File: src/rtl/lcg_sequencer.sv
// LCG PRNG control stage: drives a handshake multiplier, forms x' = (A*x + C) mod 2^WIDTH
// and offers each new word on a valid/ready output register.
module lcg_sequencer #(
  parameter int unsigned WIDTH    = 4,
  parameter int unsigned MULT_A   = 5,
  parameter int unsigned INC_C    = 3,
  parameter int unsigned SEED_RST = 1
) (
  input  logic               clk,
  input  logic               rst,
  input  logic               seed_load,
  input  logic [WIDTH-1:0]   seed_value,
  input  logic               run,
  output logic [WIDTH-1:0]   rnd_data,
  output logic               rnd_valid,
  input  logic               rnd_ready,
  output logic               busy,
  output logic [WIDTH-1:0]   mul_a,
  output logic [WIDTH-1:0]   mul_b,
  output logic               mul_enable,
  input  logic               mul_done,
  input  logic [2*WIDTH-1:0] mul_result
);

  typedef enum logic [1:0] {
    IDLE  = 2'd0,
    REQ   = 2'd1,
    DRAIN = 2'd2
  } state_t;

  state_t           state, state_nxt;
  logic [WIDTH-1:0] x, x_nxt;
  logic [WIDTH-1:0] data_nxt;
  logic             valid_nxt;
  logic             enable_nxt;
  logic [WIDTH-1:0] lcg_nxt;
  logic             unused_hi;

  // Only the low half of the product matters; the add wraps at WIDTH bits.
  assign lcg_nxt   = mul_result[WIDTH-1:0] + WIDTH'(INC_C);
  assign unused_hi = ^mul_result[2*WIDTH-1:WIDTH];

  assign mul_a = x;
  assign mul_b = WIDTH'(MULT_A);

  // State and output registers
  always_ff @(posedge clk) begin
    if (rst) begin
      state      <= IDLE;
      x          <= WIDTH'(SEED_RST);
      rnd_data   <= '0;
      rnd_valid  <= 1'b0;
      mul_enable <= 1'b0;
      busy       <= 1'b0;
    end else begin
      state      <= state_nxt;
      x          <= x_nxt;
      rnd_data   <= data_nxt;
      rnd_valid  <= valid_nxt;
      mul_enable <= enable_nxt;
      busy       <= (state_nxt != IDLE);
    end
  end

  // Next-state logic
  always_comb begin
    state_nxt = state;
    case (state)
      IDLE: begin
        if (!seed_load && run && !rnd_valid) state_nxt = REQ;
      end
      REQ: begin
        if (mul_done) state_nxt = DRAIN;
      end
      DRAIN: begin
        if (!mul_done) state_nxt = IDLE;
      end
      default: state_nxt = IDLE;
    endcase
  end

  // Next values of the registered outputs and x
  always_comb begin
    x_nxt      = x;
    data_nxt   = rnd_data;
    valid_nxt  = rnd_valid & ~rnd_ready;
    enable_nxt = mul_enable;
    case (state)
      IDLE: begin
        if (seed_load) begin
          x_nxt = seed_value;
        end else if (run && !rnd_valid) begin
          enable_nxt = 1'b1;
        end
      end
      REQ: begin
        // x stays put until done: the multiplier samples mul_a late.
        enable_nxt = 1'b1;
        if (mul_done) begin
          x_nxt      = lcg_nxt;
          data_nxt   = lcg_nxt;
          valid_nxt  = 1'b1;
          enable_nxt = 1'b0;
        end
      end
      DRAIN: begin
        enable_nxt = 1'b0;
      end
      default: begin
        enable_nxt = 1'b0;
      end
    endcase
  end

endmodule
File: config.mk
export PLATFORM = sky130hd
export DESIGN_NAME = lcg_sequencer
export DESIGN_NICKNAME = d
export VERILOG_FILES = /design/src/rtl/lcg_sequencer.sv
export SDC_FILE = /design/constraint.sdc
export NUM_CORES = 1
export LEC_CHECK = 0
export ABC_AREA = 1
export CAP_MARGIN = 25
export CELL_PAD_IN_SITES_DETAIL_PLACEMENT = 1
export CELL_PAD_IN_SITES_GLOBAL_PLACEMENT = 1
export CORE_MARGIN = 5
export CORE_UTILIZATION = 23
export CTS_BUF_LIST = sky130_fd_sc_hd__clkbuf_16
export CTS_CLUSTER_SIZE = 28
export DETAILED_ROUTE_END_ITERATION = 10
export PLACE_DENSITY = 0.81
export SYNTH_ARGS = -nofsm -noshare
export SYNTH_HDL_FRONTEND = slang
export SYNTH_SLANG_ARGS = --single-unit
File: constraint.sdc
create_clock -name clk -period 0.9 [get_ports clk]
set_input_delay 0.18 -clock clk [delete_from_list [all_inputs] [get_ports clk]]
set_output_delay 0.18 -clock clk [all_outputs]
set_load 0.05 [all_outputs]
---- Word level (Yosys, flattened, before mapping) ----
Cells that the tools add are included.
storage, ports and cells
  word-level logic and storage cells ...... 39
  bits of input ports ..................... 18
  register bits ........................... 13
  output and inout bits ................... 15
operators by class
  equal/unequal tests ..................... 6
  bitwise gates (word level) .............. 2
  reduce and logical (&&, ||, !) cells .... 11
  add/sub/neg operators ................... 1
  mux-type cells .......................... 13
operators by type and width
  cell                                                                    number
  4-bit 2-to-1 mux                                                        2
  2-bit != test (second input constant)                                   4
  4-bit one-hot mux with 2 select lines                                   1
  2-bit 2-to-1 mux                                                        3
  2-bit one-hot mux with 3 select lines                                   1
  1-bit 2-to-1 mux                                                        5
  4-bit by 2-bit adder with 4-bit output (second input constant)          1
  2-bit AND reduction                                                     2
  2-bit nonzero test                                                      2
  1-bit logical AND                                                       3
  3-bit AND reduction                                                     1
  2-bit by 1-bit equality test with 1-bit output (second input constant)  1
  2-bit equality test (second input constant)                             1
  1-bit logical NOT                                                       2
  2-bit logical NOT                                                       1
  1-bit one-hot mux with 2 select lines                                   1
  1-bit bitwise AND                                                       1
  1-bit NOT                                                               1

---- Depth between registers and ports, before layout ----
Gate-level depths: netlist (run 1).
  depth after elaboration ................. 6
  gate-level depth with buffers ........... 8
  depth with buffers taken out ............ 8

---- Worst setup path after synthesis (run 1) ----
No wires, ideal clock.
  path kind ............................... reg-to-reg
  start ................................... register rnd_valid
  end ..................................... register busy
  buffers on the path ..................... 0
  path slack .............................. -0.296 ns
  period minus slack after synthesis ...... 1.196 ns
  arrival ................................. 1.074 ns
  cell stages (with the launch flop) ...... 6
  setup time .............................. 0.122 ns
  data required time ...................... 0.778 ns
  path through ............................ dfxtp_1 > inv_1 > nand3b_1 > nor2_1 > o21ai_1 > nand2_1
on the way
  word-level cells in the longest chain between the ends .. 5
ends and longest elaborated chain
  item                                   RTL line  source
  start: declaration                     15        output logic rnd_valid,
  start signal: assignment               59        rnd_valid <= valid_nxt;
  1-bit logical NOT                      70        if (!seed_load && run && !rnd_valid) state_nxt = REQ;
  1-bit logical AND                      70
  2-bit 2-to-1 mux                       70
  2-bit one-hot mux with 3 select lines  68        case (state)
  2-bit nonzero test                     61        busy <= (state_nxt != IDLE);
  end signal: assignment                 61
  end: declaration                       17        output logic busy,
No other way between the ends.
A chain may end at the register's enable or synchronous reset.

---- Worst setup path after layout (run 1) ----
  start ................................... register state[0]
  end ..................................... register mul_enable
on the way
  word-level cells in the longest chain between the ends .. 3
  elaborated cells between the ends (all ways) .. 6
  classes of those cells .................. eq/ne: 3; mux: 1; reduce/logical: 2
ends and longest elaborated chain
  item                                  RTL line  source
  start: declaration                    31        state_t state, state_nxt;
  start signal: assignment              56        state <= state_nxt;
  2-bit logical NOT                     88        case (state)
  2-bit != test (no source line)        -
  2-bit AND reduction (no source line)  -
  end signal: assignment                60        mul_enable <= enable_nxt;
  end: declaration                      20        output logic mul_enable,
Several ways; a longest one is shown, not always the timed one.

==> reports/metrics.yaml, run 1 <==
floorplan:
  initial_utilization_pct: 23.5
  die_area_um2: 3930
  fp.dieH_um: 62.7
  die_w_um: 62.7
  coreArea_um2: 2710
  ios: 33
  num_rows: 19
clocking:
  clk_latency_ns: 0.24
  cts_tree: "built"
  cts.sinks: 13
  cts_made_buffers: 3
  h-tree-depth: 1
  root_buffer: "clkbuf_16"
  cts_hold_buf: 0
  cts_buffer_depth: 2
  path_clk_slew_ns: 0.04
logic_synthesis:
  yosys_register_bits: 13
  postSynthAreaPerCell_um2: 7.01
  synthCells: 91
  netlist_area_um2: 638
  ys_seq_area_share_pct: 40.8
  synth_top_family_by_area: "simple AND/OR/NAND/NOR gates"
  synth_compound_area_share_pct: 11.6
  synth-xor-area-share_pct: 0
  synthAdderAreaFrac_pct: 1.96
  yosysWarnings: 0
  synth.area.mux_share_pct: 0
  yosysUniqueCellTypes: 21
  synth_simple_gate_area_share_pct: 30.4
drt:
  viasPerCell: 4.36
  antenna_left: 0
  vias: 676
  dr.pass1.iters: 4
  drtIter0Drc: 9
  routedWlPerCell_um: 12.3
  routed_wl_um: 1910
  route.detailed.drc: 0
setup_path:
  cp_max_fo: 4
  crit_required_ns: 1.02
  slowest_delay_ns: 0.39
  crit_family: "flip-flops"
  worstSetupStartpoint: "state[0]"
  cp-start-kind: "flip-flop"
  endpoint_kind: "flip-flop"
  crit_chain: "nor2_4 -> inv_1 -> nor2_2 -> o21ai_2 -> nand2_1"
  path_buf_inv: 1
  crit_type: "reg2reg"
  critPathSlowestCell: "dfxtp_4"
  cp.arrival_ns: 1.10
  reg2reg_from: "state[0]"
placement:
  gp_congestion: 0.732
  dp_slack_ns: -0.543
  dp_hpwl_um: 1510
  dp_cells: 148
  dpl_cell_area_um2: 1060
  placement.io_buffers: 24
status:
  outcome: "finished, violations left"
  violations: "setup timing"
timing:
  finalHoldViolations: 0
  rsz0062_at_grt: "yes"
  skew_ns: 0.00137
  fin_crit_ns: 0.986
  timing.fmax_mhz: 1010
  slew_viol_final: 0
  post-route-period-util_pct: 110
  setup_violations: 19
  layout_setup_ws_ns: -0.0863
  holdWs_ns: 0.478
global_route:
  grt_pass1_vias: 727
  grt_pass1_wl_um: 3220
  grt_util_all_layers_pct: 10.3
  antenna_found_initial: 0
  grt.overflow.total: 0
  grt_max_degree: 10
finish:
  final_util_pct: 45.0
  final_nets: 144
  diodes: 0
  layout_commonest_cell: "nand2_1"
  design_area_um2: 1220
  layout-drive-gt1-share_pct: 46.0
  instances_no_fill: 155
  fillCellCount: 331
  syn_to_final_growth_pct: 91.0
  layout_common_cells: "nand2_1 (21), buf_12 (11), dfxtp_2 (10)"
pwr:
  ir_drop_v: 0.00106
  leakagePower_nw: 0.573
  power_density_nw_per_um2: 1670
min_path:
  min_path_type: "in2reg"
  hp-start: "mul_done"
flow_run:
  cap_viol_max_count: 0
-- per-stage QoR --
stage | TNS, ns | total power [mW]
finish | -0.559 | 2.04
CTS | -0.717 | 2.05
global placement | -4.67 | 1.18
detailed placement | -5.12 | 1.19
floorplan | -0.181 | 0.937
global route | -1.35 | 2.13
-- power by group --
part / switching, mW / internal, mW
Sequential: 0.0450 / 0.619
Combinational: 0.300 / 0.252
Clock: 0.234 / 0.585
-- Yosys cell counts --
master    instances  area (um^2)
ha_1              1         12.5
conb_1            2         7.51
o211ai_1          1         7.51
o21a_1            1         7.51
nand2_2           2         12.5
a21oi_2           1         8.76
inv_1            13         48.8
o21ai_1           4         20.0
or2_2             1         6.26
nor2_1            7         26.3
nand2_1          23         86.3
nand4_1           2         12.5
buf_4             4         30.0
a21oi_1           3         15.0
nand3_1           5         25.0
o211a_1           1         10.0
nand3b_1          2         15.0
dfxtp_1          13          260
inv_2             3         11.3
o21ai_0           1         5.00
nand3_2           1         10.0
-- registers in the layout, indices dropped and copies added, names as in the netlist --
name and count:
busy 1, mul_enable 1, rnd_data 4, state 2, mul_a 4, rnd_valid 1
-- path summary, 6_finish.rpt --
kind	cells after the start	endpoint	slack, ns
worst min register to register	2	mul_a[0]	0.49
worst max register to register	5	mul_enable	-0.09
worst max-delay path	5	mul_enable	-0.09
worst min-delay path	3	state[1]	0.48
-- cell type report --
cell class / count / area [um^2] / area share, %
inverters: 16 / 67.6 / 5.54
clock inverters: 1 / 3.75 / 0.308
well taps: 31 / 38.8 / 3.18
flip-flops and latches: 13 / 284 / 23.3
repair buffers: 31 / 397 / 32.5
clock buffers: 3 / 75.1 / 6.16
multi-input cells: 60 / 353 / 29.0
-- worst min-delay path: stages --
cell           delay (ns)
dlygate4sd2_1        0.29
nand4_1              0.15
inv_1                0.05
-- cells by family (layout without fill, tap and decap cells) --
family                     Yosys count  count (layout)
and+or+nand+nor                     43              43
buffers and inverters               20              51
DFF                                 13              13
AOI/OAI and AO/OA                   12              12
other                                2               4
adders and majority gates            1               1
-- per-layer routing --
metal | GRT usage (%) | up-vias | part of all wire [%]
met5 | 0 | - | 0
met4 | 5.57 | 0 | 2.2
met3 | 3.78 | 4 | 7.0
met2 | 18.1 | 26 | 51
met1 | 10.4 | 303 | 39
li1 | - | 343 | -
-- timing repair --
action                                  CTS  global route
endpoints found under the setup margin   24            22
hold endpoints to repair                  0             0
pin swaps                                 8             3
gates cloned                              0             0
setup buffers                             3             0
resized for setup                        26             7
Note: power is estimated with default switching activity, not from simulation.
==> inputs of run 2 (changes only) <==
CORE_UTILIZATION = 27   (was 23)
PLACE_DENSITY = 0.88   (was 0.81)
clock period = 1.3 ns   (was 0.9 ns; I/O delays follow)
==> run 2 against run 1 <==
  * The run now ends clean
  * Critical endpoint is now busy
  * Routed wire length is 7.4% higher
  * Core utilization is 6.0 points higher
  * Highest routed layer unchanged
  * Die area is 13% lower
  * Combinational power is 34% lower
  * Largest cell class unchanged
  * Count of clock-buffer cells in the layout stayed put
==> reports/metrics.yaml, run 2 (synthesis results as in run 1) <==
finish:
  regArea_um2: 260
  syn_to_final_growth_pct: 78.2
  final_nets: 143
  design_area_um2: 1140
  layout-drive-gt1-share_pct: 25.2
  multi_input_area_um2: 303
  instances_no_fill: 151
  fillCellCount: 276
  layout_common_cells: "nand2_1 (23), inv_1 (13), dfxtp_1 (13)"
  layout_commonest_cell: "nand2_1"
  diodes: 0
global_route:
  grt_pass1_vias: 778
  grt.overflow.total: 0
  grt_util_all_layers_pct: 13.4
  grt_pass1_wl_um: 3430
  antenna_found_initial: 0
  grt_max_degree: 10
timing:
  post-route-period-util_pct: 91.6
  holdWs_ns: 0.488
  timing.fmax_mhz: 840
  finalHoldViolations: 0
  setup_violations: 0
  final.setup.tns_ns: 0
  fin_crit_ns: 1.19
  rsz0062_at_grt: "no"
  skew_ns: 0.00171
  slew_viol_final: 0
floorplan:
  fp.dieH_um: 58.6
  coreArea_um2: 2230
  die_w_um: 58.6
  ios: 33
  die_area_um2: 3440
  num_rows: 17
  initial_utilization_pct: 28.6
drt:
  drtIter0Drc: 9
  antenna_left: 0
  route.detailed.drc: 0
  dr.pass1.iters: 4
  routedWlPerCell_um: 13.6
  routed_wl_um: 2060
  vias: 694
  viasPerCell: 4.60
clocking:
  cts.sinks: 13
  path_clk_slew_ns: 0.04
  root_buffer: "clkbuf_16"
  cts_tree: "built"
  clk_latency_ns: 0.24
  h-tree-depth: 1
  cts_made_buffers: 3
  cts_hold_buf: 0
  cts_buffer_depth: 2
setup_path:
  cp.arrival_ns: 1.30
  cp-start-kind: "input port"
  crit_type: "in2reg"
  r2r_slack_ns: 0.16
  reg2reg_from: "state[0]"
  worstSetupStartpoint: "mul_done"
  endpoint_kind: "flip-flop"
  crit_required_ns: 1.41
  cp_max_fo: 3
placement:
  placement.io_buffers: 24
  dpl_cell_area_um2: 1050
  gp_congestion: 0.753
  dp_hpwl_um: 1610
  dp_cells: 147
pwr:
  ir_drop_v: 0.000778
  power_mw: 1.39
  leakagePower_nw: 0.570
  power_density_nw_per_um2: 1220
min_path:
  min_path_type: "in2reg"
  hp-start: "mul_result[0]"
status:
  outcome: "completed"
flow_run:
  cap_viol_max_count: 0
==> run 2: changes by cell type in the layout (fill, tap and decap cells not counted), sizes merged <==
cell | before | now
buf | 18 | 17
clkdlybuf4s50 | 8 | 11
dlygate4sd2 | 5 | 0
dlymetal6s2s | 0 | 2
==> run 2: final timing paths <==
path	depth (start not counted)	endpoint
worst max-delay path	5	busy
worst max register to register	5	busy
worst min register to register	2	rnd_data[0]
worst min-delay path	5	rnd_data[0]
==> run 2: cell type report <==
cell class	count	area share, %
timing repair buffer	30	35.2
multi-input combinational	60	26.6
sequential	13	22.9
clock buffer	3	6.60
inverter	16	5.28
tap	28	3.08
clock inverter	1	0.330
==> run 2: critical path: stages <==
cell and delay [ns]:
clkdlybuf4s50_1 0.51, buf_4 0.13, nor2_1 0.04, o21ai_1 0.26, nand2_1 0.09
==> run 2: per-layer routing <==
layer | track usage [%] | share of wire, % | vias to the layer above
met3 | 3.73 | 5.8 | 6
met4 | 7.77 | 2.5 | 0
li1 | - | - | 341
met5 | 0 | 0 | -
met1 | 13.0 | 38 | 324
met2 | 25.0 | 54 | 23
==> run 2: metrics by stage <==
stage / utilization, % / worst slack, ns
after floorplan: - / 0.104
after global placement: 46.8 / -0.176
after detailed placement: 46.8 / -0.228
after CTS: 50.4 / 0.000987
after global routing: 50.9 / 0.0323
final: 50.9 / 0.110
==> run 2: power by group <==
part | total [mW] | switching, mW | internal, mW | leakage, nW
clock network | 0.568 | 0.163 | 0.405 | 0.0423
registers | 0.456 | 0.0288 | 0.427 | 0.107
logic | 0.366 | 0.200 | 0.166 | 0.421
==> run 2: timing repair <==
action,4_1_cts,5_1_grt
setup buffers,0,0
endpoints found under the setup margin,0,2
gates resized for setup,0,5
